--- config.mk ---
export PLATFORM = sky130hd
export DESIGN_NAME = mem_stage
export DESIGN_NICKNAME = d
export VERILOG_FILES = /design/src/rtl/mem_stage_pkg.sv /design/src/rtl/mem_align.sv /design/src/rtl/mem_stage.sv
export SDC_FILE = /design/constraint.sdc
export NUM_CORES = 1
export LEC_CHECK = 0
export BUFFER_PORTS_ARGS = -buffer_cell sky130_fd_sc_hd__buf_2
export CAP_MARGIN = 15
export CORE_ASPECT_RATIO = 0.9
export CORE_MARGIN = 8
export CORE_UTILIZATION = 47
export CTS_CLUSTER_DIAMETER = 120
export DETAILED_ROUTE_END_ITERATION = 16
export GPL_TIMING_DRIVEN = 0
export PLACE_DENSITY = 0.82
export SYNTH_ARGS = -nofsm -noshare
export SYNTH_HDL_FRONTEND = slang
export SYNTH_SLANG_ARGS = --single-unit
--- constraint.sdc ---
create_clock -name clk -period 1.85 [get_ports clk]
set_input_delay 0 -clock clk [delete_from_list [all_inputs] [get_ports clk]]
set_output_delay 0 -clock clk [all_outputs]
set_load 0.01 [all_outputs]
--- src/rtl/mem_stage_pkg.sv ---
// ---------------------------------------------------------------------------
// mem_stage_pkg
//   Shared definitions for the MEM pipeline stage and its alignment helper:
//   - MEM_OP_* operation codes carried from decode through EX into MEM
//   - is_load / is_store range helpers over those codes
//   - natural-alignment test used when MEM_MISALIGN_EXC_EN is defined
//   - MEM stage FSM state encoding
// ---------------------------------------------------------------------------
package mem_stage_pkg;

  // Memory operation codes. Loads occupy the contiguous range LB..LW and
  // stores SB..SW, which is what the range helpers below rely on.
  localparam logic [3:0] MEM_OP_NONE = 4'd0;
  localparam logic [3:0] MEM_OP_LB   = 4'd1;
  localparam logic [3:0] MEM_OP_LBU  = 4'd2;
  localparam logic [3:0] MEM_OP_LH   = 4'd3;
  localparam logic [3:0] MEM_OP_LHU  = 4'd4;
  localparam logic [3:0] MEM_OP_LW   = 4'd5;
  localparam logic [3:0] MEM_OP_SB   = 4'd6;
  localparam logic [3:0] MEM_OP_SH   = 4'd7;
  localparam logic [3:0] MEM_OP_SW   = 4'd8;

  // MEM stage FSM states.
  typedef enum logic [1:0] {
    ST_IDLE   = 2'd0,
    ST_ACCESS = 2'd1,
    ST_DONE   = 2'd2
  } state_e;

  function automatic logic is_load(input logic [3:0] op);
    return (op >= MEM_OP_LB) && (op <= MEM_OP_LW);
  endfunction

  function automatic logic is_store(input logic [3:0] op);
    return (op >= MEM_OP_SB) && (op <= MEM_OP_SW);
  endfunction

  // True when a halfword/word access is not naturally aligned.
  function automatic logic misaligned(input logic [3:0] op, input logic [1:0] addr_lo);
    logic half_op;
    logic word_op;
    half_op = (op == MEM_OP_LH) || (op == MEM_OP_LHU) || (op == MEM_OP_SH);
    word_op = (op == MEM_OP_LW) || (op == MEM_OP_SW);
    return (half_op && addr_lo[0]) || (word_op && (addr_lo != 2'b00));
  endfunction

endpackage

--- src/rtl/mem_align.sv ---
// ---------------------------------------------------------------------------
// mem_align
//   Purely combinational little-endian lane logic for a 32-bit data bus.
//   Loads:  selects the addressed byte/halfword from the bus word and sign-
//           or zero-extends it according to the op code.
//   Stores: produces byte enables and replicates the store datum across all
//           lanes so the slave can pick whichever lanes are enabled.
//
//   Ports
//     op_i       MEM_OP_* code
//     addr_lo_i  effective address bits [1:0]
//     rdata_i    raw word returned by the data bus
//     sdata_i    store operand (rt)
//     ld_data_o  extended load value
//     be_o       byte enables (all lanes for loads, 0 for non-memory ops)
//     st_data_o  lane-replicated store data
// ---------------------------------------------------------------------------
module mem_align
  import mem_stage_pkg::*;
(
  input  logic [3:0]  op_i,
  input  logic [1:0]  addr_lo_i,
  input  logic [31:0] rdata_i,
  input  logic [31:0] sdata_i,
  output logic [31:0] ld_data_o,
  output logic [3:0]  be_o,
  output logic [31:0] st_data_o
);

  logic [7:0]  byte_sel;
  logic [15:0] half_sel;

  // Load path: lane select then extend.
  always_comb begin
    byte_sel = rdata_i[7:0];
    case (addr_lo_i)
      2'd0:    byte_sel = rdata_i[7:0];
      2'd1:    byte_sel = rdata_i[15:8];
      2'd2:    byte_sel = rdata_i[23:16];
      default: byte_sel = rdata_i[31:24];
    endcase

    // Halfword lane depends on addr[1] only; addr[0] is ignored here.
    half_sel = addr_lo_i[1] ? rdata_i[31:16] : rdata_i[15:0];

    ld_data_o = rdata_i;
    case (op_i)
      MEM_OP_LB:  ld_data_o = {{24{byte_sel[7]}}, byte_sel};
      MEM_OP_LBU: ld_data_o = {24'b0, byte_sel};
      MEM_OP_LH:  ld_data_o = {{16{half_sel[15]}}, half_sel};
      MEM_OP_LHU: ld_data_o = {16'b0, half_sel};
      default:    ld_data_o = rdata_i;
    endcase
  end

  // Store path: enables and replicated data. Loads read the whole word and
  // extract locally, so they enable every lane.
  always_comb begin
    be_o      = 4'b0000;
    st_data_o = sdata_i;
    case (op_i)
      MEM_OP_SB: begin
        be_o      = 4'b0001 << addr_lo_i;
        st_data_o = {4{sdata_i[7:0]}};
      end
      MEM_OP_SH: begin
        be_o      = addr_lo_i[1] ? 4'b1100 : 4'b0011;
        st_data_o = {2{sdata_i[15:0]}};
      end
      MEM_OP_SW: begin
        be_o      = 4'b1111;
        st_data_o = sdata_i;
      end
      default: begin
        be_o      = is_load(op_i) ? 4'b1111 : 4'b0000;
        st_data_o = sdata_i;
      end
    endcase
  end

endmodule

--- src/rtl/mem_stage.sv ---
// ---------------------------------------------------------------------------
// mem_stage
//   MEM stage of the 5-stage MIPS core, sitting between EX and WB.
//   - Latches the EX result into the stage register whenever the stage is
//     not stalling.
//   - Runs loads/stores over a req/ack data-memory port, holding stall_req
//     while the access is outstanding.
//   - Drives the mem_wreg/mem_waddr/mem_wdata forwarding triple.
//   - Owns the MEM/WB register that drives the register-file write port.
//
//   Optional feature: define MEM_MISALIGN_EXC_EN to raise adel/ades with
//   badvaddr for misaligned halfword/word accesses instead of issuing them.
//   Without it, adel/ades/badvaddr are 0 and dmem_addr is forced aligned.
//
//   Ports
//     clk, rst              clock / synchronous active-high reset
//     flush                 kill the instruction held in this stage
//     ex_*                  instruction arriving from EX
//     stall_req             freeze IF/ID/EX and this stage's input latch
//     mem_load_pending      load in flight (ID interlock)
//     mem_wreg/waddr/wdata  forwarding triple
//     dmem_*                data-memory port
//     wb_we/waddr/wdata     register-file write port
//     adel/ades/badvaddr    address-error exception report
//     dbg_state             current FSM state (mem_stage_pkg::state_e)
//
//   Data-memory handshake: dmem_req is high for every cycle of an access and
//   dmem_addr/we/be/wdata are stable while it is high. The transfer completes
//   in the cycle dmem_ack is high; load data on dmem_rdata is valid only in
//   that cycle. req is never withdrawn before ack except by rst.
// ---------------------------------------------------------------------------
module mem_stage
  import mem_stage_pkg::*;
#(
  parameter int AW = 32,
  parameter int DW = 32
) (
  input  logic          clk,
  input  logic          rst,
  input  logic          flush,
  input  logic          ex_valid,
  input  logic          ex_wreg,
  input  logic [4:0]    ex_waddr,
  input  logic [DW-1:0] ex_result,
  input  logic [3:0]    ex_mem_op,
  input  logic [DW-1:0] ex_store_data,
  output logic          stall_req,
  output logic          mem_load_pending,
  output logic          mem_wreg,
  output logic [4:0]    mem_waddr,
  output logic [DW-1:0] mem_wdata,
  output logic          dmem_req,
  output logic          dmem_we,
  output logic [3:0]    dmem_be,
  output logic [AW-1:0] dmem_addr,
  output logic [DW-1:0] dmem_wdata,
  input  logic          dmem_ack,
  input  logic [DW-1:0] dmem_rdata,
  output logic          wb_we,
  output logic [4:0]    wb_waddr,
  output logic [DW-1:0] wb_wdata,
  output logic          adel,
  output logic          ades,
  output logic [DW-1:0] badvaddr,
  output logic [1:0]    dbg_state
);

  // -------------------------------------------------------------------------
  // Declarations
  // -------------------------------------------------------------------------
  state_e        state_q, state_d;

  logic          valid_q,  valid_d;
  logic          wreg_q,   wreg_d;
  logic [4:0]    waddr_q,  waddr_d;
  logic [DW-1:0] result_q, result_d;
  logic [3:0]    op_q,     op_d;
  logic [DW-1:0] sdata_q,  sdata_d;
  // Flush seen while the bus access was outstanding; applied at ack.
  logic          kill_q,   kill_d;
  // Latched address-error flags for the instruction in the stage.
  logic          exc_ld_q, exc_ld_d;
  logic          exc_st_q, exc_st_d;

  logic          wb_we_q,    wb_we_d;
  logic [4:0]    wb_waddr_q, wb_waddr_d;
  logic [DW-1:0] wb_wdata_q, wb_wdata_d;

  logic          take;      // EX instruction is accepted as live
  logic          ex_is_mem;
  logic          mis_ld;
  logic          mis_st;

  logic [31:0]   al_ld;
  logic [3:0]    al_be;
  logic [31:0]   al_st;

  // -------------------------------------------------------------------------
  // Alignment helper
  // -------------------------------------------------------------------------
  mem_align u_align (
    .op_i      (op_q),
    .addr_lo_i (result_q[1:0]),
    .rdata_i   (dmem_rdata),
    .sdata_i   (sdata_q),
    .ld_data_o (al_ld),
    .be_o      (al_be),
    .st_data_o (al_st)
  );

  // -------------------------------------------------------------------------
  // Incoming instruction classification
  // -------------------------------------------------------------------------
  assign take      = ex_valid & ~flush;
  assign ex_is_mem = is_load(ex_mem_op) | is_store(ex_mem_op);

`ifdef MEM_MISALIGN_EXC_EN
  assign mis_ld = is_load(ex_mem_op)  & misaligned(ex_mem_op, ex_result[1:0]);
  assign mis_st = is_store(ex_mem_op) & misaligned(ex_mem_op, ex_result[1:0]);
`else
  assign mis_ld = 1'b0;
  assign mis_st = 1'b0;
`endif

  // -------------------------------------------------------------------------
  // FSM: state register
  // -------------------------------------------------------------------------
  always_ff @(posedge clk) begin
    if (rst) begin
      state_q <= ST_IDLE;
    end else begin
      state_q <= state_d;
    end
  end

  // -------------------------------------------------------------------------
  // FSM: next state
  // -------------------------------------------------------------------------
  always_comb begin
    state_d = state_q;
    case (state_q)
      ST_IDLE, ST_DONE: begin
        // Misaligned ops skip the bus and report in a single DONE cycle.
        if (take && (mis_ld || mis_st)) begin
          state_d = ST_DONE;
        end else if (take && ex_is_mem) begin
          state_d = ST_ACCESS;
        end else begin
          state_d = ST_IDLE;
        end
      end
      ST_ACCESS: begin
        if (dmem_ack) begin
          state_d = ST_DONE;
        end
      end
      default: state_d = ST_IDLE;
    endcase
  end

  // -------------------------------------------------------------------------
  // FSM: outputs
  // -------------------------------------------------------------------------
  always_comb begin
    stall_req        = (state_q == ST_ACCESS);
    dmem_req         = stall_req;
    dmem_we          = stall_req & is_store(op_q);
    dmem_be          = stall_req ? al_be : 4'b0000;
    // Low address bits never reach the bus; lane selection uses them.
    dmem_addr        = stall_req ? {result_q[AW-1:2], 2'b00} : '0;
    dmem_wdata       = dmem_we ? al_st : '0;
    mem_load_pending = stall_req & valid_q & is_load(op_q);
    // flush drops the forward combinationally in IDLE/DONE.
    mem_wreg         = ~stall_req & valid_q & wreg_q & ~flush & ~exc_ld_q & ~exc_st_q;
    mem_waddr        = waddr_q;
    mem_wdata        = result_q;
`ifdef MEM_MISALIGN_EXC_EN
    adel             = (state_q == ST_DONE) & exc_ld_q;
    ades             = (state_q == ST_DONE) & exc_st_q;
    badvaddr         = (adel | ades) ? result_q : '0;
`else
    adel             = 1'b0;
    ades             = 1'b0;
    badvaddr         = '0;
`endif
    dbg_state        = state_q;
  end

  // -------------------------------------------------------------------------
  // Stage register next-state
  // -------------------------------------------------------------------------
  always_comb begin
    valid_d  = valid_q;
    wreg_d   = wreg_q;
    waddr_d  = waddr_q;
    result_d = result_q;
    op_d     = op_q;
    sdata_d  = sdata_q;
    kill_d   = kill_q;
    exc_ld_d = exc_ld_q;
    exc_st_d = exc_st_q;

    if (!stall_req) begin
      valid_d  = take;
      wreg_d   = ex_wreg;
      waddr_d  = ex_waddr;
      result_d = ex_result;
      op_d     = ex_mem_op;
      sdata_d  = ex_store_data;
      kill_d   = 1'b0;
      exc_ld_d = take & mis_ld;
      exc_st_d = take & mis_st;
    end else begin
      // The bus access always completes; a flush during it only marks the
      // instruction dead so it neither forwards nor writes back.
      if (flush) begin
        kill_d = 1'b1;
      end
      if (dmem_ack) begin
        if (is_load(op_q)) begin
          result_d = al_ld;
        end
        valid_d = valid_q & ~kill_q & ~flush;
        kill_d  = 1'b0;
      end
    end
  end

  always_ff @(posedge clk) begin
    if (rst) begin
      valid_q  <= 1'b0;
      wreg_q   <= 1'b0;
      waddr_q  <= 5'd0;
      result_q <= '0;
      op_q     <= MEM_OP_NONE;
      sdata_q  <= '0;
      kill_q   <= 1'b0;
      exc_ld_q <= 1'b0;
      exc_st_q <= 1'b0;
    end else begin
      valid_q  <= valid_d;
      wreg_q   <= wreg_d;
      waddr_q  <= waddr_d;
      result_q <= result_d;
      op_q     <= op_d;
      sdata_q  <= sdata_d;
      kill_q   <= kill_d;
      exc_ld_q <= exc_ld_d;
      exc_st_q <= exc_st_d;
    end
  end

  // -------------------------------------------------------------------------
  // MEM/WB register. r0 is hardwired zero, so it is never written.
  // -------------------------------------------------------------------------
  always_comb begin
    wb_we_d    = 1'b0;
    wb_waddr_d = wb_waddr_q;
    wb_wdata_d = wb_wdata_q;
    if (!stall_req) begin
      wb_we_d    = mem_wreg & (mem_waddr != 5'd0);
      wb_waddr_d = mem_waddr;
      wb_wdata_d = mem_wdata;
    end
  end

  always_ff @(posedge clk) begin
    if (rst) begin
      wb_we_q    <= 1'b0;
      wb_waddr_q <= 5'd0;
      wb_wdata_q <= '0;
    end else begin
      wb_we_q    <= wb_we_d;
      wb_waddr_q <= wb_waddr_d;
      wb_wdata_q <= wb_wdata_d;
    end
  end

  assign wb_we    = wb_we_q;
  assign wb_waddr = wb_waddr_q;
  assign wb_wdata = wb_wdata_q;

endmodule
* Word level (Yosys, flattened, before mapping)
Cells that the tools add are included.
** Operators by class
- $add $sub $neg :: 0
- Multiply operators :: 0
- Divide/modulo/power cells :: 0
- Order comparisons :: 8
- Eq/ne operators :: 13
- Shift operators :: 1
- Multiplexer cells :: 18
- Bitwise logic cells :: 14
- Reductions and logical operators :: 12
** Operator list (count)
- $mux W32 :: 5
- $pmux W32 S4 :: 1
- $pmux W32 S2 :: 1
- $pmux W8 S3 :: 1
- $mux W16 :: 1
- $eq A4 B3 Y1 const B :: 3
- $mux W4 :: 3
- $pmux W4 S3 :: 1
- $and A1 B1 Y1 :: 10
- $eq A4 B2 Y1 const B :: 2
- $ge A4 B1 Y1 const B :: 2
- $ge A4 B3 Y1 const B :: 2
- $le A4 B3 Y1 const B :: 2
- $le A4 B4 Y1 const B :: 2
- $logic_and A1 B1 Y1 :: 5
- $reduce_bool A5 Y1 :: 1
- $eq A2 B1 Y1 const B :: 2
- $eq A2 B2 Y1 const B :: 2
- $eq A4 B1 Y1 const B :: 1
- $eq A4 B4 Y1 const B :: 1
- $logic_not A2 Y1 :: 2
- $ne A2 B1 Y1 const B :: 2
- $pmux W2 S2 :: 1
- $reduce_or A2 Y1 :: 2
- 7 further kinds :: 11
** Word-level totals
- Flip-flop bits (word level) :: 116
- Bits in latches :: 0
- Bits in writable memories :: 0
- ROM bits :: 0
- Input bits :: 111
- Output and inout bits :: 184
- Logic and storage cells :: 77
- Memories :: 0

* Longest topological paths before layout
Gate-level depths: netlist of the first run.
- Word-level depth :: 6
- Mapped depth :: 8
- Gate-level depth less buffers :: 6

* By module
From an unflattened synthesis of the first run, not the netlist that was laid out.
** Unflattened totals
- Cell total of the unflattened synthesis :: 865
- Area total of the unflattened synthesis :: 6622.6 um^2
** By module, submodules not included
- mem_stage :: instances 1, cells an instance 678, area an instance 5331.4 um^2, seq. area each 2322.2 um^2
- mem_align :: instances 1, cells an instance 187, area an instance 1291.2 um^2, seq. area each 0.0 um^2

* Worst setup path after synthesis of the first run
OpenSTA, ideal clock, no wires.
- Kind :: register to register
- Start point :: register result_q[1] (netlist: mem_wdata[1])
- End point :: register result_q[30] (netlist: mem_wdata[30])
- Setup time :: 0.134 ns
- Data arrival time :: 1.624 ns
- Data required time :: 1.716 ns
- Slack :: 0.092 ns
- Stages on the path, launching flop included :: 7
- Path buffers :: 2
- Clock period less this slack :: 1.758 ns
- Path through :: dfxtp_1 buf_2 mux2i_1 mux2i_1 a311oi_4 buf_4 a211oi_1
** On the way
- Word-level cells in the longest chain between the ends :: 6
- Elaborated cells on any way between the ends :: 9
- Classes of those cells :: eq/ne: 2; mux: 6; reduce/logical: 1
** Ends and longest elaborated chain
- from (decl) :: RTL line mem_stage.sv:76 : logic [DW-1:0] result_q, result_d;
- from (signal assigned) :: RTL line mem_stage.sv:244 : result_q <= result_d;
- $eq A2 B2 Y1, or another cell as far along :: RTL line mem_align.sv:36 : case (addr_lo_i)
- $pmux W8 S3 :: RTL line mem_align.sv:36
- $pmux W32 S4 (*) :: RTL line mem_align.sv:47 : case (op_i)
- $mux W32 (*) :: RTL line mem_stage.sv:220 : if (is_load(op_q)) begin
- $mux W32 (*) :: RTL line mem_stage.sv:219 : if (dmem_ack) begin
- $mux W32 (*) :: RTL line mem_stage.sv:203 : if (!stall_req) begin
Mark *: on every way between the ends. The rest lies on a longest branch, timed or not. The select of a mux whose other input is x is not followed.
A chain may end at the register's enable or synchronous reset.

* Worst setup path after layout of the first run
- Start point :: register op_q[3]
- End point :: register result_q[13] (netlist: mem_wdata[13])
** On the way
- Word-level cells in the longest chain between the ends :: 5
- Elaborated cells on any way between the ends :: 13
- Classes of those cells :: order compare: 2; eq/ne: 5; mux: 4; reduce/logical: 2
** Ends and longest elaborated chain
- from (decl) :: RTL line mem_stage.sv:77 : logic [3:0] op_q, op_d;
- from (signal assigned) :: RTL line mem_stage.sv:245 : op_q <= op_d;
- $eq A4 B3 Y1, or another cell as far along :: RTL line mem_align.sv:47
- $pmux W32 S4 :: RTL line mem_align.sv:47
- $mux W32 :: RTL line mem_stage.sv:220
- $mux W32 :: RTL line mem_stage.sv:219
- $mux W32 :: RTL line mem_stage.sv:203
Several ways; a longest one is shown, not always the timed one. The select of a mux whose other input is x is not followed.

==> flow_metrics.env, run 1 <==
export IMPL_cp_top_family="compound AO/OA/AOI/OAI gates"
export IMPL_yosysUniqueCellTypes=54
export IMPL_yosysTopAreaCell="dfxtp_1"
export IMPL_die_y_um=123
export IMPL_worstPathMaxFanout=10
export IMPL_die_w_um=135
export IMPL_reg2reg_depth=6
export IMPL_multi_input_area_sq_mm=0.00362
export IMPL_antenna_found_initial=6
export IMPL_clock_sinks=116
export IMPL_dr_pass1_iters=15
export IMPL_num_rows=39
export IMPL_die_area_sq_mm=0.0167
export IMPL_hold_viol=0
export IMPL_rrSetupSlack_ns=-0.20
export IMPL_num_fill_cells=774
export IMPL_status="finished with violations"
export IMPL_vdd_drop_max_v=0.000736
export IMPL_crit_reg2reg_launch="op_q[3]$_SDFFE_PP0N_"
export IMPL_critical_path_slowest_cell="a21oi_1"
export IMPL_fin_crit_ns=2.05
export IMPL_netlist_area_sq_mm=0.00602
export IMPL_finalSetupViolations=51
export IMPL_cts_clk_slew_worst_paths_ns=0.06
export IMPL_design_area_sq_mm=0.0101
export IMPL_cts_buffers=17
export IMPL_worstPathArrival_ns=2.30
export IMPL_post_synth_top_area_fraction_pct=38.6
export IMPL_period_share_pct=111
export IMPL_startpoint_type="register"
export IMPL_viasPerCell=5.90
export IMPL_cp_depth=6
export IMPL_route_antenna_remaining_nets=0
export IMPL_netlist_instances=796
export IMPL_clockRootBuffer="clkbuf_16"
export IMPL_nets=1345
export IMPL_route_detailed_drc=0
export IMPL_drv_slew=0
export IMPL_max_stage_delay_ns=0.38
export IMPL_worstSkewPairLatency_ns=0.42
export IMPL_regArea_sq_mm=0.00234
export IMPL_dpl_hpwl_um=18300
export IMPL_p_per_area_mw_per_mm2=787
export IMPL_finalWirelength_um=31400
export IMPL_max_freq_mhz=488
export IMPL_criticalPathCategory="reg -> reg"
export IMPL_ys_ff_latch=116
export IMPL_reg2reg_to="mem_wdata[13]$_SDFFE_PP0P_"
export IMPL_path_buf_inv=2
export IMPL_crit_path_start="op_q[3]$_SDFFE_PP0N_"
export IMPL_maxCapViolations=0
export IMPL_rsz0062_at_grt="true"
export IMPL_relSlewSlack_pct=49.2
export IMPL_routedWlPerCell_um=22.1
export IMPL_drive_gt1_share_pct=37.4
export IMPL_start_util_pct=47.8
export IMPL_p_leak_nw=4.73
export IMPL_grt_max_degree=17
export IMPL_synth_ff_type="dfxtp_1"
export IMPL_failed_checks="setup timing"
export IMPL_cp_endpoint="mem_wdata[13]$_SDFFE_PP0P_"
export IMPL_worst_slack_ns=-0.198
export IMPL_synth_most_common_cell="nand2_1"
export IMPL_drtIter0Drc=1169
export IMPL_p_total_mw=7.95
export IMPL_synthTopCellsByArea="dfxtp_1 (39%), nand2_1 (13%), a21oi_1 (8.2%), buf_4 (5.0%), and2_1 (4.4%)"
export IMPL_critPathRequiredTime_ns=2.10
export IMPL_grt_util_all_layers_pct=33.3
export IMPL_fin_skew_ns=0.00470
export IMPL_grt_first_pass_wirelength_um=43400
export IMPL_dr_total_vias=8360
export IMPL_cts_tree="built"
export IMPL_synth_edf_count=0
export IMPL_yosysWarnings=0
export IMPL_pin_count=295
export IMPL_portBuffers=258
export IMPL_async_flop_share_pct=0
export IMPL_grt_overflow=0
export IMPL_fin_cells=1417
export IMPL_min_path_type="in -> reg"
export IMPL_gp_congestion=0.911
export IMPL_worst_pin_slew_ns=0.761
export IMPL_clk_path_buf_depth=2
export IMPL_coreArea_sq_mm=0.0126
export IMPL_end_kind="register"
export IMPL_cts_htree_levels=4
export IMPL_placed_cells=1253
export IMPL_ys_top_cells_by_count="nand2_1 (215), dfxtp_1 (116), a21oi_1 (99)"
export IMPL_yosysSeqAreaShare_pct=38.6
export IMPL_syn2layout_area_growth_pct=68.1
export IMPL_grt_pass1_vias=7976
export IMPL_crit_path_cell_trace="buf_4 > a21oi_1 > nand3_2 > clkbuf_4 > a22oi_2 > o22ai_1"
export IMPL_avgSynthCellArea_sq_um=7.56
export IMPL_dpl_instance_area_sq_mm=0.00764
-- final cells by class --
class,instances,area share [%]
multi-input cells,609,35.8
well taps,164,2.03
plain buffers,98,7.23
flip-flops and latches,116,23.1
clock inverters,8,1.19
inverters,4,0.173
diodes,6,0.148
repair buffers,388,25.3
clock buffers,24,5.06
-- worst reg2reg max path, stage by stage, from the launching register on --
cell      delay (ns)
dfxtp_4         0.35
buf_4           0.17
a21oi_1         0.38
nand3_2         0.23
clkbuf_4        0.27
a22oi_2         0.29
o22ai_1         0.19
-- per-stage QoR --
step	TNS, ns	util [%]	setup slack, ns	hold WS, ns
after floorplan	0	-	0.0916	0.0593
after global placement	-17.12	60.7	-0.362	0.220
after detailed placement	-20.69	60.7	-0.350	0.230
after CTS	-0.363	76.8	-0.0525	0.000528
after global routing	-3.85	80.3	-0.132	0.00868
final	-3.43	80.3	-0.198	0.0387
-- sequential cells by signal (all words and copies together), names as in the netlist --
| name | flops |
|---|---|
| mem_waddr | 5 |
| valid_q | 1 |
| wreg_q | 1 |
| op_q | 4 |
| wb_wdata | 32 |
| dbg_state | 2 |
| sdata_q | 32 |
| wb_we | 1 |
| kill_q | 1 |
| mem_wdata | 32 |
| wb_waddr | 5 |
-- worst min path at each step --
| stage | start | endpoint | cells after the start | slack [ns] |
|---|---|---|---|---|
| floorplan | flush | mem_wreg | 1 | 0.06 |
| finish | ex_result[21] | mem_wdata[21]$_SDFFE_PP0P_ | 3 | 0.04 |
| CTS | dmem_rdata[4] | mem_wdata[4]$_SDFFE_PP0P_ | 4 | 0.0005 |
| global placement | ex_result[1] | mem_wdata[1]$_SDFFE_PP0P_ | 2 | 0.22 |
| global route | ex_result[21] | mem_wdata[21]$_SDFFE_PP0P_ | 3 | 0.009 |
| detailed placement | ex_result[4] | mem_wdata[4]$_SDFFE_PP0P_ | 2 | 0.23 |
-- per-layer routing --
metal  global-route usage, %  share of wire [%]
met2                    52.0                 45
met3                    9.91                 13
met1                    40.0                 35
met5                       0                  0
met4                    20.2                7.7
-- kinds of logic (layout without fill, tap and decap cells) --
kind of cell	count (synthesis)	after routing	synth area share [%]
and+or+nand+nor	344	344	26.1
AOI/OAI and AO/OA	209	209	21.4
DFF	116	116	38.6
xor gates and xnor gates	1	1	0.146
other	1	42	0.0623
muxes	18	18	3.24
buffers and inverters	106	522	10.3
adders and majority gates	1	1	0.166
-- report_power, final --
part           internal, mW  switching, mW
sequential             2.66          0.154
clock                  2.33           1.17
combinational         0.750          0.893
-- placed cells by master (no fill, tap or decap), types with 8 or more instances in the layout --
cell type / instances
mux2i_1: 14
dlygate4sd3_1: 102
nor2_1: 15
nand2_1: 213
o22ai_1: 17
buf_4: 68
a22oi_1: 8
and2_1: 38
clkbuf_16: 19
a21oi_1: 93
or3_1: 16
buf_2: 268
dfxtp_1: 111
conb_1: 36
buf_6: 11
clkbuf_1: 21
a211oi_1: 15
buf_8: 8
o21ai_0: 18
-- repair_timing --
action                                  in CTS  in global routing
gates cloned                                 1                  3
endpoints found under the setup margin     181                 93
gates resized for setup                     80                 81
endpoints found under the hold margin       79                  0
hold buffers                               102                  0
pin swaps                                    8                 19
buffers inserted                            11                 13
Power figures use the tool's default switching activity.
==> run 2, diff against run 1 <==
Settings changed: ABC_AREA set to 1, PLACE_DENSITY 0.82 to 0.81.
==> flow_metrics.env, run 2 <==
export IMPL_status="finished with violations"
export IMPL_failed_checks="setup timing"
export IMPL_netlist_instances=866
export IMPL_worstPathArrival_ns=1.96
export IMPL_viasPerCell=5.53
export IMPL_die_w_um=135
export IMPL_yosysTopAreaCell="dfxtp_1"
export IMPL_num_fill_cells=882
export IMPL_route_detailed_drc=0
export IMPL_drtIter0Drc=811
export IMPL_fin_crit_ns=1.96
export IMPL_ys_top_cells_by_count="nand2_1 (142), dfxtp_1 (116), nor2_1 (91)"
export IMPL_clock_sinks=116
export IMPL_post_synth_top_area_fraction_pct=38.5
export IMPL_end_kind="output port"
export IMPL_min_path_type="in -> reg"
export IMPL_synth_most_common_cell="nand2_1"
export IMPL_relSlewSlack_pct=59.7
export IMPL_worstPathMaxFanout=10
export IMPL_p_leak_nw=4.73
export IMPL_vdd_drop_max_v=0.000658
export IMPL_startpoint_type="register"
export IMPL_yosysUniqueCellTypes=36
export IMPL_antenna_found_initial=4
export IMPL_yosysWarnings=0
export IMPL_portBuffers=257
export IMPL_period_share_pct=106
export IMPL_die_area_sq_mm=0.0167
export IMPL_gp_congestion=0.907
export IMPL_drv_slew=0
export IMPL_hold_viol=0
export IMPL_grt_pass1_vias=8061
export IMPL_yosysSeqAreaShare_pct=38.5
export IMPL_pin_count=295
export IMPL_routedWlPerCell_um=19.8
export IMPL_route_antenna_remaining_nets=0
export IMPL_cts_tree="built"
export IMPL_worst_slack_ns=-0.111
export IMPL_die_y_um=123
export IMPL_async_flop_share_pct=0
export IMPL_dr_pass1_iters=8
export IMPL_avgSynthCellArea_sq_um=6.96
export IMPL_worstSkewPairLatency_ns=0.42
export IMPL_worst_pin_slew_ns=0.604
export IMPL_criticalPathCategory="reg -> out"
export IMPL_max_freq_mhz=510
export IMPL_rsz0062_at_grt="true"
export IMPL_grt_util_all_layers_pct=32.7
export IMPL_synth_ff_type="dfxtp_1"
export IMPL_grt_overflow=0
export IMPL_cts_clk_slew_worst_paths_ns=0.05
export IMPL_whs_path_depth=5
export IMPL_reg2reg_depth=8
export IMPL_synth_edf_count=0
export IMPL_hold_slack_ns=0.0325
export IMPL_clk_path_buf_depth=2
export IMPL_syn2layout_area_growth_pct=58.5
export IMPL_maxCapViolations=0
export IMPL_netlist_area_sq_mm=0.00602
export IMPL_cts_htree_levels=4
export IMPL_fin_skew_ns=0.0162
export IMPL_drive_gt1_share_pct=32.9
export IMPL_final_common_cell="buf_2"
export IMPL_num_rows=39
export IMPL_p_per_area_mw_per_mm2=810
export IMPL_synthTopCellsByArea="dfxtp_1 (39%), nand2_1 (8.8%), o21ai_0 (7.5%), a21oi_1 (6.8%), buf_4 (5.7%)"
export IMPL_dpl_hpwl_um=18500
export IMPL_finalWirelength_um=29100
export IMPL_dr_total_vias=8133
export IMPL_critPathRequiredTime_ns=1.85
export IMPL_finalSetupViolations=2
export IMPL_pre_cts_slack_ns=-0.194
export IMPL_nets=1398
export IMPL_p_total_mw=7.73
export IMPL_clockRootBuffer="clkbuf_16"
export IMPL_ys_ff_latch=116
export IMPL_start_util_pct=47.9
export IMPL_coreArea_sq_mm=0.0126
export IMPL_cts_buffers=17
export IMPL_grt_max_degree=20
export IMPL_grt_first_pass_wirelength_um=42600
export IMPL_layout_common_cells="buf_2 (269), nand2_1 (139), dfxtp_1 (111)"
-- run 2: changes by cell type in the layout (fill, tap and decap cells not counted), sizes merged, moves of 16 or more --
cell / before / now
nor2: 21 / 97
nand3: 4 / 64
inv: 4 / 98
o21ai: 24 / 110
o22ai: 22 / 5
buf: 356 / 336
and2: 42 / 0
a211oi: 16 / 0
or3: 17 / 0
nand2: 215 / 151
-- run 2: through the flow --
step                utilization, %  cell area (sq um)  cells  setup TNS, ns
global placement              60.7               7650   1322         -0.218
finish                        75.8               9550   1470         -0.212
detailed placement            60.7               7650   1322         -0.505
floorplan                        -               6160    901              0
CTS                           74.8               9420   1462        -0.0134
global route                  75.8               9540   1468          -1.42
-- run 2: worst paths after layout --
kind	from	slack (ns)	endpoint
worst max-delay path	op_q[1]$_SDFFE_PP0N_	-0.11	dmem_wdata[1]
worst min-delay path	dmem_rdata[5]	0.03	mem_wdata[5]$_SDFFE_PP0P_
worst max register to register	dbg_state[0]$_SDFFE_PP0P_	0.06	mem_waddr[1]$_SDFFE_PP0N_
worst min register to register	wb_wdata[0]$_SDFFE_PP0N_	0.45	wb_wdata[0]$_SDFFE_PP0N_
-- run 2: worst max-delay path, cell delays in order (launching register included) --
cell,delay [ns]
dfxtp_4,0.39
inv_2,0.09
nor2_4,0.14
inv_2,0.08
nand2_4,0.09
nand2_8,0.09
buf_4,0.19
nor2_1,0.28
buf_2,0.20
-- run 2: timing repair --
action / 4_1_cts / 5_1_grt
hold buffers: 101 / 0
gates cloned: 1 / 0
hold endpoints to repair: 79 / 0
endpoints found under the setup margin: 67 / 73
pin swaps: 2 / 4
gates resized for setup: 30 / 32
setup buffers: 7 / 3
-- run 2: cells by family after synthesis --
| group | count (synthesis) | share of synthesized area [%] |
|---|---|---|
| buffers and inverters | 190 | 15.5 |
| AO/OA/AOI/OAI | 240 | 22.8 |
| XOR/XNOR | 1 | 0.145 |
| AND/OR/NAND/NOR | 318 | 23.0 |
| flip-flops | 116 | 38.5 |
| other | 1 | 0.0622 |
-- run 2: final cells by class --
cell class	count	area (sq um)	area share, %
clock buffer	23	468	4.90
multi-input combinational	595	3010	31.5
clock inverter	9	151	1.59
timing repair buffer	368	2370	24.8
timing repair inverter	1	6.26	0.0655
inverter	99	389	4.08
tap	164	205	2.15
buffer	89	599	6.28
sequential	116	2330	24.4
antenna	6	15.0	0.157
-- run 2: power breakdown --
group,internal [mW],switching [mW]
Clock,2.32,1.17
Combinational,0.612,0.834
Sequential,2.67,0.129
Total,5.60,2.14
-- run 2: per-layer routing --
metal	share of wire, %	vias to the layer above	GRT usage (%)
met5	0	-	0
met4	5.2	0	18.0
met3	10	153	10.1
met2	48	629	56.5
met1	36	3729	35.4
li1	-	3622	-
